## config.mk

```make
export PLATFORM = sky130hd
export DESIGN_NAME = dm_store_buf
export DESIGN_NICKNAME = d
export VERILOG_FILES = /design/src/rtl/dm_store_buf_pkg.sv /design/src/rtl/dm_store_fifo.sv /design/src/rtl/dm_store_buf.sv
export SDC_FILE = /design/constraint.sdc
export NUM_CORES = 1
export LEC_CHECK = 0
export CAP_MARGIN = 30
export CORE_AREA = 2 2 167 128
export CTS_CLUSTER_SIZE = 24
export DETAILED_ROUTE_END_ITERATION = 10
export DIE_AREA = 0 0 169 130
export DONT_BUFFER_PORTS = 1
export PLACE_DENSITY = 0.79
export SYNTH_ARGS = -nofsm -noshare
export SYNTH_HDL_FRONTEND = slang
export SYNTH_SLANG_ARGS = --single-unit
```

## constraint.sdc

```tcl
create_clock -name cpu_clk_50M -period 4.05 [get_ports cpu_clk_50M]
set_input_delay 0.81 -clock cpu_clk_50M [delete_from_list [all_inputs] [get_ports cpu_clk_50M]]
set_output_delay 0.81 -clock cpu_clk_50M [all_outputs]
set_load 0.02 [all_outputs]
```

## src/rtl/dm_store_buf_pkg.sv

```systemverilog
// Shared constants, types and the store-formatting helper for the data-memory store buffer.
package dm_store_buf_pkg;

    // Bus widths
    localparam int ADDR_W  = 32;
    localparam int DATA_W  = 32;
    localparam int BE_W    = 4;
    localparam int WADDR_W = ADDR_W - 2;

    // FIFO geometry: 4 entries, 2-bit wrapping pointers, 3-bit count (0..4)
    localparam int DEPTH = 4;
    localparam int PTR_W = 2;
    localparam int CNT_W = 3;
    localparam logic [CNT_W-1:0] CNT_EMPTY = 3'd0;
    localparam logic [CNT_W-1:0] CNT_ONE   = 3'd1;
    localparam logic [CNT_W-1:0] CNT_FULL  = 3'd4;

    // Byte-write enables; byte lane 0 of the address maps to the MSB of the enable
    localparam logic [BE_W-1:0] BE_NONE = 4'b0000;
    localparam logic [BE_W-1:0] BE_WORD = 4'b1111;
    localparam logic [BE_W-1:0] BE_OFF0 = 4'b1000;
    localparam logic [BE_W-1:0] BE_OFF1 = 4'b0100;
    localparam logic [BE_W-1:0] BE_OFF2 = 4'b0010;
    localparam logic [BE_W-1:0] BE_OFF3 = 4'b0001;

    // Drain FSM states
    typedef enum logic {
        ST_IDLE  = 1'b0,
        ST_WRITE = 1'b1
    } drain_state_t;

    // One buffered store, already formatted for the memory write port
    typedef struct packed {
        logic [WADDR_W-1:0] waddr;
        logic [BE_W-1:0]    be;
        logic [DATA_W-1:0]  data;
    } sb_entry_t;

    // Turn a raw MEM-stage store into a memory-port entry.
    // Word stores are byte-swapped (memory is big-endian in lane order);
    // byte stores replicate the byte and select one lane from the offset.
    function automatic sb_entry_t fmt_store(
        input logic              is_word,
        input logic [ADDR_W-1:0] addr,
        input logic [DATA_W-1:0] d
    );
        sb_entry_t e;
        e.waddr = addr[ADDR_W-1:2];
        if (is_word) begin
            e.be   = BE_WORD;
            e.data = {d[7:0], d[15:8], d[23:16], d[31:24]};
        end else begin
            e.data = {4{d[7:0]}};
            case (addr[1:0])
                2'd0:    e.be = BE_OFF0;
                2'd1:    e.be = BE_OFF1;
                2'd2:    e.be = BE_OFF2;
                default: e.be = BE_OFF3;
            endcase
        end
        return e;
    endfunction

endpackage

```

## src/rtl/dm_store_fifo.sv

```systemverilog
// Four-entry store FIFO: entry storage, wrapping pointers, occupancy count and
// per-entry valid flags. Word addresses of all slots are exposed for hazard checks.
module dm_store_fifo
    import dm_store_buf_pkg::*;
(
    input  logic                             clk,
    input  logic                             rst,
    input  logic                             i_push,
    input  sb_entry_t                        i_entry,
    input  logic                             i_pop,
    output sb_entry_t                        o_head,
    output logic [CNT_W-1:0]                 o_count,
    output logic [DEPTH-1:0]                 o_valid,
    output logic [DEPTH-1:0][WADDR_W-1:0]    o_waddr
);

    sb_entry_t          r_mem [DEPTH];
    logic [PTR_W-1:0]   r_wr_ptr;
    logic [PTR_W-1:0]   r_rd_ptr;
    logic [CNT_W-1:0]   r_count;
    logic [DEPTH-1:0]   r_valid;

    logic               w_push;
    logic               w_pop;

    // Guard against overflow/underflow so the caller cannot corrupt the count
    assign w_push = i_push & (r_count != CNT_FULL);
    assign w_pop  = i_pop  & (r_count != CNT_EMPTY);

    // Pointer and occupancy bookkeeping; push and pop together leave the count unchanged
    always_ff @(posedge clk or posedge rst) begin
        if (rst) begin
            r_wr_ptr <= '0;
            r_rd_ptr <= '0;
            r_count  <= CNT_EMPTY;
        end else begin
            if (w_push) begin
                r_wr_ptr <= r_wr_ptr + 1'b1;
            end
            if (w_pop) begin
                r_rd_ptr <= r_rd_ptr + 1'b1;
            end
            case ({w_push, w_pop})
                2'b10:   r_count <= r_count + 1'b1;
                2'b01:   r_count <= r_count - 1'b1;
                default: r_count <= r_count;
            endcase
        end
    end

    // Entry payload needs no reset: it is only observed while its valid flag is set
    always_ff @(posedge clk) begin
        if (w_push) begin
            r_mem[r_wr_ptr] <= i_entry;
        end
    end

    genvar gi;
    generate
        for (gi = 0; gi < DEPTH; gi++) begin : g_slot
            // Per-slot valid flag; push and pop never target the same slot in one cycle
            always_ff @(posedge clk or posedge rst) begin
                if (rst) begin
                    r_valid[gi] <= 1'b0;
                end else if (w_push && (r_wr_ptr == PTR_W'(gi))) begin
                    r_valid[gi] <= 1'b1;
                end else if (w_pop && (r_rd_ptr == PTR_W'(gi))) begin
                    r_valid[gi] <= 1'b0;
                end
            end
            assign o_waddr[gi] = r_mem[gi].waddr;
        end
    endgenerate

    assign o_head  = r_mem[r_rd_ptr];
    assign o_count = r_count;
    assign o_valid = r_valid;

endmodule

```

## src/rtl/dm_store_buf.sv

```systemverilog
// Data-memory store buffer: formats MEM-stage stores, queues them in a 4-deep FIFO,
// drains them in order to the data-memory write port and flags load/store hazards.
module dm_store_buf
    import dm_store_buf_pkg::*;
(
    input  logic                cpu_clk_50M,
    input  logic                cpu_rst,
    input  logic                st_valid_i,
    output logic                st_ready_o,
    input  logic                st_word_i,
    input  logic [ADDR_W-1:0]   st_addr_i,
    input  logic [DATA_W-1:0]   st_data_i,
    input  logic                ld_valid_i,
    input  logic [ADDR_W-1:0]   ld_addr_i,
    output logic                ld_stall_o,
    output logic                dm_ce_o,
    output logic [BE_W-1:0]     dm_we_o,
    output logic [ADDR_W-1:0]   dm_addr_o,
    output logic [DATA_W-1:0]   dm_din_o,
    input  logic                dm_ack_i,
    output logic                empty_o
);

    drain_state_t                   r_state;
    drain_state_t                   w_state_next;

    sb_entry_t                      w_entry;
    sb_entry_t                      w_head;
    logic [CNT_W-1:0]               w_count;
    logic [DEPTH-1:0]               w_valid;
    logic [DEPTH-1:0][WADDR_W-1:0]  w_waddr;
    logic                           w_st_ready;
    logic                           w_push;
    logic                           w_pop;
    logic [DEPTH-1:0]               w_match;
    logic                           w_in_match;
    logic                           w_ld_unused;

    // Ready is held low while reset is asserted; a same-cycle pop does not help a full buffer
    assign w_st_ready = ~cpu_rst & (w_count != CNT_FULL);
    assign w_push     = st_valid_i & w_st_ready;
    assign w_pop      = (r_state == ST_WRITE) & dm_ack_i;
    assign w_entry    = fmt_store(st_word_i, st_addr_i, st_data_i);

    dm_store_fifo u_fifo (
        .clk     (cpu_clk_50M),
        .rst     (cpu_rst),
        .i_push  (w_push),
        .i_entry (w_entry),
        .i_pop   (w_pop),
        .o_head  (w_head),
        .o_count (w_count),
        .o_valid (w_valid),
        .o_waddr (w_waddr)
    );

    // Drain state register
    always_ff @(posedge cpu_clk_50M or posedge cpu_rst) begin
        if (cpu_rst) begin
            r_state <= ST_IDLE;
        end else begin
            r_state <= w_state_next;
        end
    end

    // Drain next-state and write-port outputs; the head is presented until acknowledged
    always_comb begin
        w_state_next = r_state;
        dm_ce_o      = 1'b0;
        dm_we_o      = BE_NONE;
        dm_addr_o    = '0;
        dm_din_o     = '0;
        case (r_state)
            ST_IDLE: begin
                if (w_push) begin
                    w_state_next = ST_WRITE;
                end
            end
            ST_WRITE: begin
                dm_ce_o   = 1'b1;
                dm_we_o   = w_head.be;
                dm_addr_o = {w_head.waddr, 2'b00};
                dm_din_o  = w_head.data;
                // Leave only when the last entry is popped and nothing arrives behind it
                if (dm_ack_i && (w_count == CNT_ONE) && !w_push) begin
                    w_state_next = ST_IDLE;
                end
            end
            default: begin
                w_state_next = ST_IDLE;
            end
        endcase
    end

    // Word-address compare of the load against every queued store, head included
    genvar gi;
    generate
        for (gi = 0; gi < DEPTH; gi++) begin : g_hazard
            assign w_match[gi] = w_valid[gi] & (w_waddr[gi] == ld_addr_i[ADDR_W-1:2]);
        end
    endgenerate

    // A store being accepted this cycle is also a conflict for the load
    assign w_in_match = w_push & (st_addr_i[ADDR_W-1:2] == ld_addr_i[ADDR_W-1:2]);
    assign ld_stall_o = ~cpu_rst & ld_valid_i & ((|w_match) | w_in_match);

    // Byte offset of the load is irrelevant at word granularity
    assign w_ld_unused = ^ld_addr_i[1:0];

    assign st_ready_o = w_st_ready;
    assign empty_o    = (w_count == CNT_EMPTY) & (r_state == ST_IDLE);

endmodule

```

# [Word level (Yosys, flattened, before mapping)]
# Memories as Yosys holds them, arrays and structs flattened.
# Index checks and enable logic that the tools add are counted.
[totals] word_cells=88 reg_bits=12 output_inout_bits=72 memories=1 mem_bits_rw=264 in_bits=102
[op_classes] eq_ne=17 muxes=20 n_bitwise=16 addsub=4 n_reduce_logical=22
[memory_table] name="u_fifo.r_mem" words=4 width=66 rd=5 rd_clocked_by_memory_dff=0 write_ports=1 line_no="dm_store_fifo.sv:17" rtl="sb_entry_t r_mem [DEPTH];"
[op_table] cell="== test 30 bit" n=5
[op_table] cell="two-way mux 32 bit" n=2
[op_table] cell="two-way mux 36 bit" n=1
[op_table] cell="bitwise AND 1 bit" n=13
[op_table] cell="two-way mux 1 bit" n=13
[op_table] cell="== test 2 bit (second input constant)" n=6
[op_table] cell="one-hot mux 4 bit (3 select lines)" n=1
[op_table] cell="logical AND 1 bit" n=10
[op_table] cell="nonzero test 2 bit" n=5
[op_table] cell="== test 2 x 1 -> 1 bit (second input constant)" n=4
[op_table] cell="zero test 2 bit" n=3
[op_table] cell="one-hot mux 3 bit (2 select lines)" n=1
[op_table] cell="adder 2 x 1 -> 2 bit (second input constant)" n=2
[op_table] cell="two-way mux 4 bit" n=1
[op_table] cell="OR reduction 4 bit" n=1
[op_table] cell="adder 3 x 1 -> 3 bit (second input constant)" n=1
[op_table] cell="== test 3 x 1 -> 1 bit (second input constant)" n=1
[op_table] cell="zero test 3 bit" n=1
[op_table] cell="!= test 3 bit (second input constant)" n=1
[op_table] cell="nonzero test 3 bit" n=1
[op_table] cell="subtractor 3 x 1 -> 3 bit (second input constant)" n=1
[op_table] cell="NOT 1 bit" n=2
[op_table] cell="one-hot mux 1 bit (2 select lines)" n=1
[op_table] cell="zero test 1 bit" n=1
[op_table] cell="OR 1 bit" n=1

# [Logic depth before layout (Yosys ltp)]
[depth] word_depth=7 mapped_depth=9 mapped_depth_nobuf=9

# [By module]
# A second synthesis with hierarchy kept.
[hier_totals] cells_unflattened=906 area_unflattened_um2=13857.0
[by_module_without_submodules] mod="dm_store_fifo" seq_area_each_um2=8202.9 area_per_inst_um2=11081.9 n_inst=1 cells_per_inst=522
[by_module_without_submodules] mod="dm_store_buf" seq_area_each_um2=25.0 area_per_inst_um2=2775.2 n_inst=1 cells_per_inst=384

# [Least setup slack after synthesis]
# OpenSTA, ideal clock, no wires.
[synth_timing] path_kind="input to register" start="input port cpu_rst" end="memory u_fifo.r_mem[1][0] (netlist bit) (enable)" slack_ns=0.922 arrival_ns=2.695 required_time_ns=3.618 setup_time_ns=0.432 n_path_buf=0 path_stages=2 path_cell_list="a21oi_4 -> and3_1"
[synth_between] elab_chain_cells=6
[synth_rtl] element="from (decl)" line_no="dm_store_buf.sv:7" rtl="input logic cpu_rst,"
[synth_rtl] element="NOT 1 bit" line_no="dm_store_buf.sv:40" rtl="assign w_st_ready = ~cpu_rst & (w_count != CNT_FULL);"
[synth_rtl] element="bitwise AND 1 bit" line_no="dm_store_buf.sv:40"
[synth_rtl] element="bitwise AND 1 bit" line_no="dm_store_buf.sv:41" rtl="assign w_push = st_valid_i & w_st_ready;"
[synth_rtl] element="bitwise AND 1 bit" line_no="dm_store_fifo.sv:27" rtl="assign w_push = i_push & (r_count != CNT_FULL);"
[synth_rtl] element="two-way mux 1 bit" line_no="dm_store_fifo.sv:53" rtl="if (w_push) begin"
[synth_rtl] element="two-way mux 1 bit (implied by the code)" line_no="dm_store_fifo.sv:54" rtl="r_mem[r_wr_ptr] <= i_entry;"
[synth_rtl] element="to (decl)" line_no="dm_store_fifo.sv:17"
# Every way passes these cells.

# [Worst setup path after layout]
[layout_timing] start="register u_fifo.r_count[0] (netlist: u_fifo.o_count[0])" end="output port ld_stall_o"
[layout_between] elab_chain_cells=6
[layout_rtl] element="from (decl)" line_no="dm_store_fifo.sv:20" rtl="logic [CNT_W-1:0] r_count;"
[layout_rtl] element="from (signal assigned)" line_no="dm_store_fifo.sv:44" rtl="2'b10: r_count <= r_count + 1'b1;"
[layout_rtl] element="from (signal assigned)" line_no="dm_store_fifo.sv:45" rtl="2'b01: r_count <= r_count - 1'b1;"
[layout_rtl] element="from (signal assigned)" line_no="dm_store_fifo.sv:46" rtl="default: r_count <= r_count;"
[layout_rtl] element="!= test 3 bit" line_no="dm_store_buf.sv:40"
[layout_rtl] element="bitwise AND 1 bit" line_no="dm_store_buf.sv:40"
[layout_rtl] element="net st_ready_o" line_no="dm_store_buf.sv:9" rtl="output logic st_ready_o,"
[layout_rtl] element="bitwise AND 1 bit" line_no="dm_store_buf.sv:41"
[layout_rtl] element="bitwise AND 1 bit" line_no="dm_store_buf.sv:104" rtl="assign w_in_match = w_push & (st_addr_i[ADDR_W-1:2] == ld_addr_i[ADDR_W-1:2]);"
[layout_rtl] element="OR 1 bit" line_no="dm_store_buf.sv:105" rtl="assign ld_stall_o = ~cpu_rst & ld_valid_i & ((|w_match) | w_in_match);"
[layout_rtl] element="bitwise AND 1 bit" line_no="dm_store_buf.sv:105"
[layout_rtl] element="to (decl)" line_no="dm_store_buf.sv:15" rtl="output logic ld_stall_o,"
# The timed path passes the listed nets, and every way through them passes these cells.

==> results_dict.tcl <==
set metrics [dict create \
    r2r_end "u_fifo.r_mem[2][32]" \
    path_delay_family "compound AO/OA/AOI/OAI gates" \
    synth_top_area_cell "edfxtp_1" \
    grt_max_degree 44 \
    grt_pass1_vias 6699 \
    required_ns 3.24 \
    p_seq_share_pct 43.4 \
    crit_buf_inv 2 \
    io_pins 174 \
    rsz0062_at_grt "false" \
    die_h_um 130 \
    crit_type "reg2out" \
    grt_pass1_wl_um 41200 \
    setup_viol 0 \
    detail-route-antenna-nets 0 \
    cp.depth 8 \
    vias 6747 \
    dp_hpwl_um 20200 \
    first_pass_iters 5 \
    clock-root-buffer "clkbuf_16" \
    crit_fanout 6 \
    max_clock_freq_ghz 0.266 \
    r2r_cells 5 \
    numCtsBuffers 26 \
    finClkSkew_ns 0.00807 \
    worst_setup_path_start_kind "register" \
    ys_types 32 \
    final_nets 885 \
    antenna_found_initial 0 \
    start_util_pct 62.0 \
    post_cts_buffers 0 \
    clock_tree.buffer_depth 3 \
    cts_hold_buf 0 \
    vdd_ir_drop_max_uv 394 \
    cts_tree "built" \
    drive_gt1_share_pct 15.5 \
    endpoint "ld_stall_o" \
    clkSinkCount 276 \
    cts_resized 0 \
    worstSetupStartpoint "u_fifo.o_count[0]" \
    fill_cells 1386 \
    n_antenna_cell 0 \
    worstMarginPinSlew_ns 0.869 \
    syn_area_um2 12800 \
    period_needed_ns 3.76 \
    place.gp.congestion 0.959 \
    final.setup.tns_ns 0 \
    p_sw_w 0.00296 \
    hold_violations 0 \
    multi_input_area_um2 4190 \
    syn_inst 786 \
    maxSlewViolCount 0 \
    drt-total-wl_um 28700 \
    critical-path-slowest-cell "a41oi_1" \
    outcome "complete, no violations" \
    core-area_um2 20600 \
    r2r_setup_slack_ns 1.42 \
    drc 0 \
    powerDensity_nw_per_um2 647 \
    p_int_w 0.00593 \
    syn2layout_area_growth_pct 7.52 \
    path_clk_slew_ns 0.06 \
    regArea_um2 8230 \
    leakage_nw 4.43 \
    endpoint_kind "output port" \
    insertion_delay_ns 0.53 \
    cts_htree_levels 1 \
    crit_path_cell_trace "inv_1, ha_1, a21oi_4, and2_4, inv_4, nor4_2, nand4_1, a41oi_1" \
    dieWidth_um 169 \
    yosys.area.top_type_share_pct 62.1 \
    fin_crit_sh_pct 92.7 \
    r2r-start "u_fifo.o_count[0]" \
    cp_slowest_stage_delay_ns 0.58 \
    arrival_ns 2.95 \
    dieArea_um2 22000 \
    ys_seq_area_share_pct 64.4 \
    overflow 0 \
    min_path_type "in2async" \
    hold-worst-slack_ns 0.196 \
    clkPwrFrac_pct 25.4 \
    maxCapViolCount 0 \
    ys_ff_latch 276 \
    yosys-top-cells-area "edfxtp_1 62%, mux4_2 12%, xnor2_1 8.4%" \
    rows 46 \
    drt_iter0_markers 674 \
    p_comb_share_pct 31.2 \
    wl_per_cell_um 27.3 \
    yosys_warnings 0 \
    grt.total_usage_pct 25.9 \
    viasPerCell 6.42 \
    slew_headroom_pct 42.0 \
    numPortBuffers 0 \
    power_switching_share_pct 33.3 \
    syn_avg_cell_area_um2 16.3 \
]
==> cells by family (layout without fill, tap and decap cells) <==
logic type	Yosys count	in the layout	synth area share (%)
compound gates	15	15	0.882
xor+xnor	155	155	10.6
fa+ha+maj	13	13	1.27
buf+inv	68	68	2.83
flops	276	276	64.4
mux	67	67	11.7
other cells	1	2	0.0294
simple gates	191	191	8.23
==> cells in the final DEF, fill, tap and decap left out, drive strengths merged, types with 5 or more instances in the layout <==
cell type | synthesis | routed
edfxtp | 264 | 264
xnor2 | 122 | 122
and2 | 67 | 67
mux4 | 66 | 66
nand2 | 58 | 58
clkbuf | 32 | 34
xor2 | 33 | 33
nand4 | 32 | 32
nor4 | 16 | 16
buf | 27 | 14
ha | 13 | 13
dfrtp | 12 | 12
clkinv | 0 | 10
nand2b | 9 | 9
inv | 9 | 9
a21o | 6 | 6
and3 | 5 | 5
==> area by class of cell <==
type | instances | area share, %
well taps | 264 | 2.41
flip-flops and latches | 276 | 60.0
clock buffers | 34 | 5.11
clock inverters | 11 | 0.519
multi-input cells | 443 | 30.5
repair buffers | 14 | 1.22
inverters | 9 | 0.264
==> through the flow <==
| stage | cells | utilization (%) | area (µm²) | total power (W) | setup WS [ns] |
|---|---|---|---|---|---|
| 2_1_floorplan | 787 | - | 12800 | 0.00620 | 0.922 |
| 3_3_place_gp | 1006 | 62.9 | 13000 | 0.00664 | 0.851 |
| 3_5_place_dp | 1006 | 62.9 | 13000 | 0.00671 | 0.851 |
| 4_1_cts | 1051 | 66.7 | 13700 | 0.00894 | 0.302 |
| 5_1_grt | 1051 | 66.7 | 13700 | 0.00922 | 0.195 |
| 6_report | 1051 | 66.7 | 13700 | 0.00888 | 0.294 |
==> worst min-delay path by stage <==
stage | end | slack (ns) | cells after the start | start
2_1_floorplan | u_fifo.o_valid[0] | 0.45 | 1 | u_fifo.o_valid[0]
3_3_place_gp | u_fifo.o_valid[2] | 0.46 | 1 | u_fifo.o_valid[2]
3_5_place_dp | u_fifo.o_valid[1] | 0.47 | 1 | u_fifo.o_valid[1]
4_1_cts | u_fifo.o_count[2] | 0.21 | 1 | cpu_rst
5_1_grt | u_fifo.o_count[2] | 0.21 | 1 | cpu_rst
6_report | u_fifo.o_count[2] | 0.20 | 1 | cpu_rst
==> Yosys cell counts, drive strengths merged <==
| cell type | count |
|---|---|
| mux4 | 66 |
| nand2b | 9 |
| xor2 | 33 |
| nand4 | 32 |
| a22oi | 1 |
| dfrtp | 12 |
| a21oi | 1 |
| and2 | 67 |
| nand3 | 2 |
| nor4 | 16 |
| and3 | 5 |
| mux2i | 1 |
| xnor2 | 122 |
| conb | 1 |
| inv | 9 |
| a21o | 6 |
| o21bai | 2 |
| o21ai | 4 |
| a41oi | 1 |
| ha | 13 |
| clkbuf | 32 |
| nand2 | 58 |
| edfxtp | 264 |
| nor2 | 2 |
| buf | 27 |
==> sequential cells by signal, indices dropped and copies added, names as in the netlist <==
| signal | cells |
|---|---|
| u_fifo.r_mem | 264 |
| u_fifo.o_valid | 4 |
| u_fifo.o_count | 3 |
| u_fifo.r_rd_ptr | 2 |
| u_fifo.r_wr_ptr | 2 |
| r_state | 1 |
==> metal layers <==
layer / vias to the layer above / global-route usage (%) / routed length (µm) / share of wire (%)
met5: - / 0 / 0 / 0
met4: 0 / 6.84 / 668 / 2.3
met3: 47 / 8.80 / 3370 / 12
met2: 357 / 38.7 / 12900 / 45
met1: 3466 / 37.4 / 11700 / 41
li1: 2877 / - / - / -
==> power groups by stage <==
stage / logic (W) / registers, W / clock network (W)
after global placement: 0.00274 / 0.00390 / 0
after CTS: 0.00280 / 0.00387 / 0.00227
after detailed placement: 0.00279 / 0.00392 / 0
after floorplan: 0.00251 / 0.00369 / 0
after global routing: 0.00295 / 0.00390 / 0.00237
final: 0.00277 / 0.00386 / 0.00226
No activity file was read; power rests on OpenSTA's default activity.
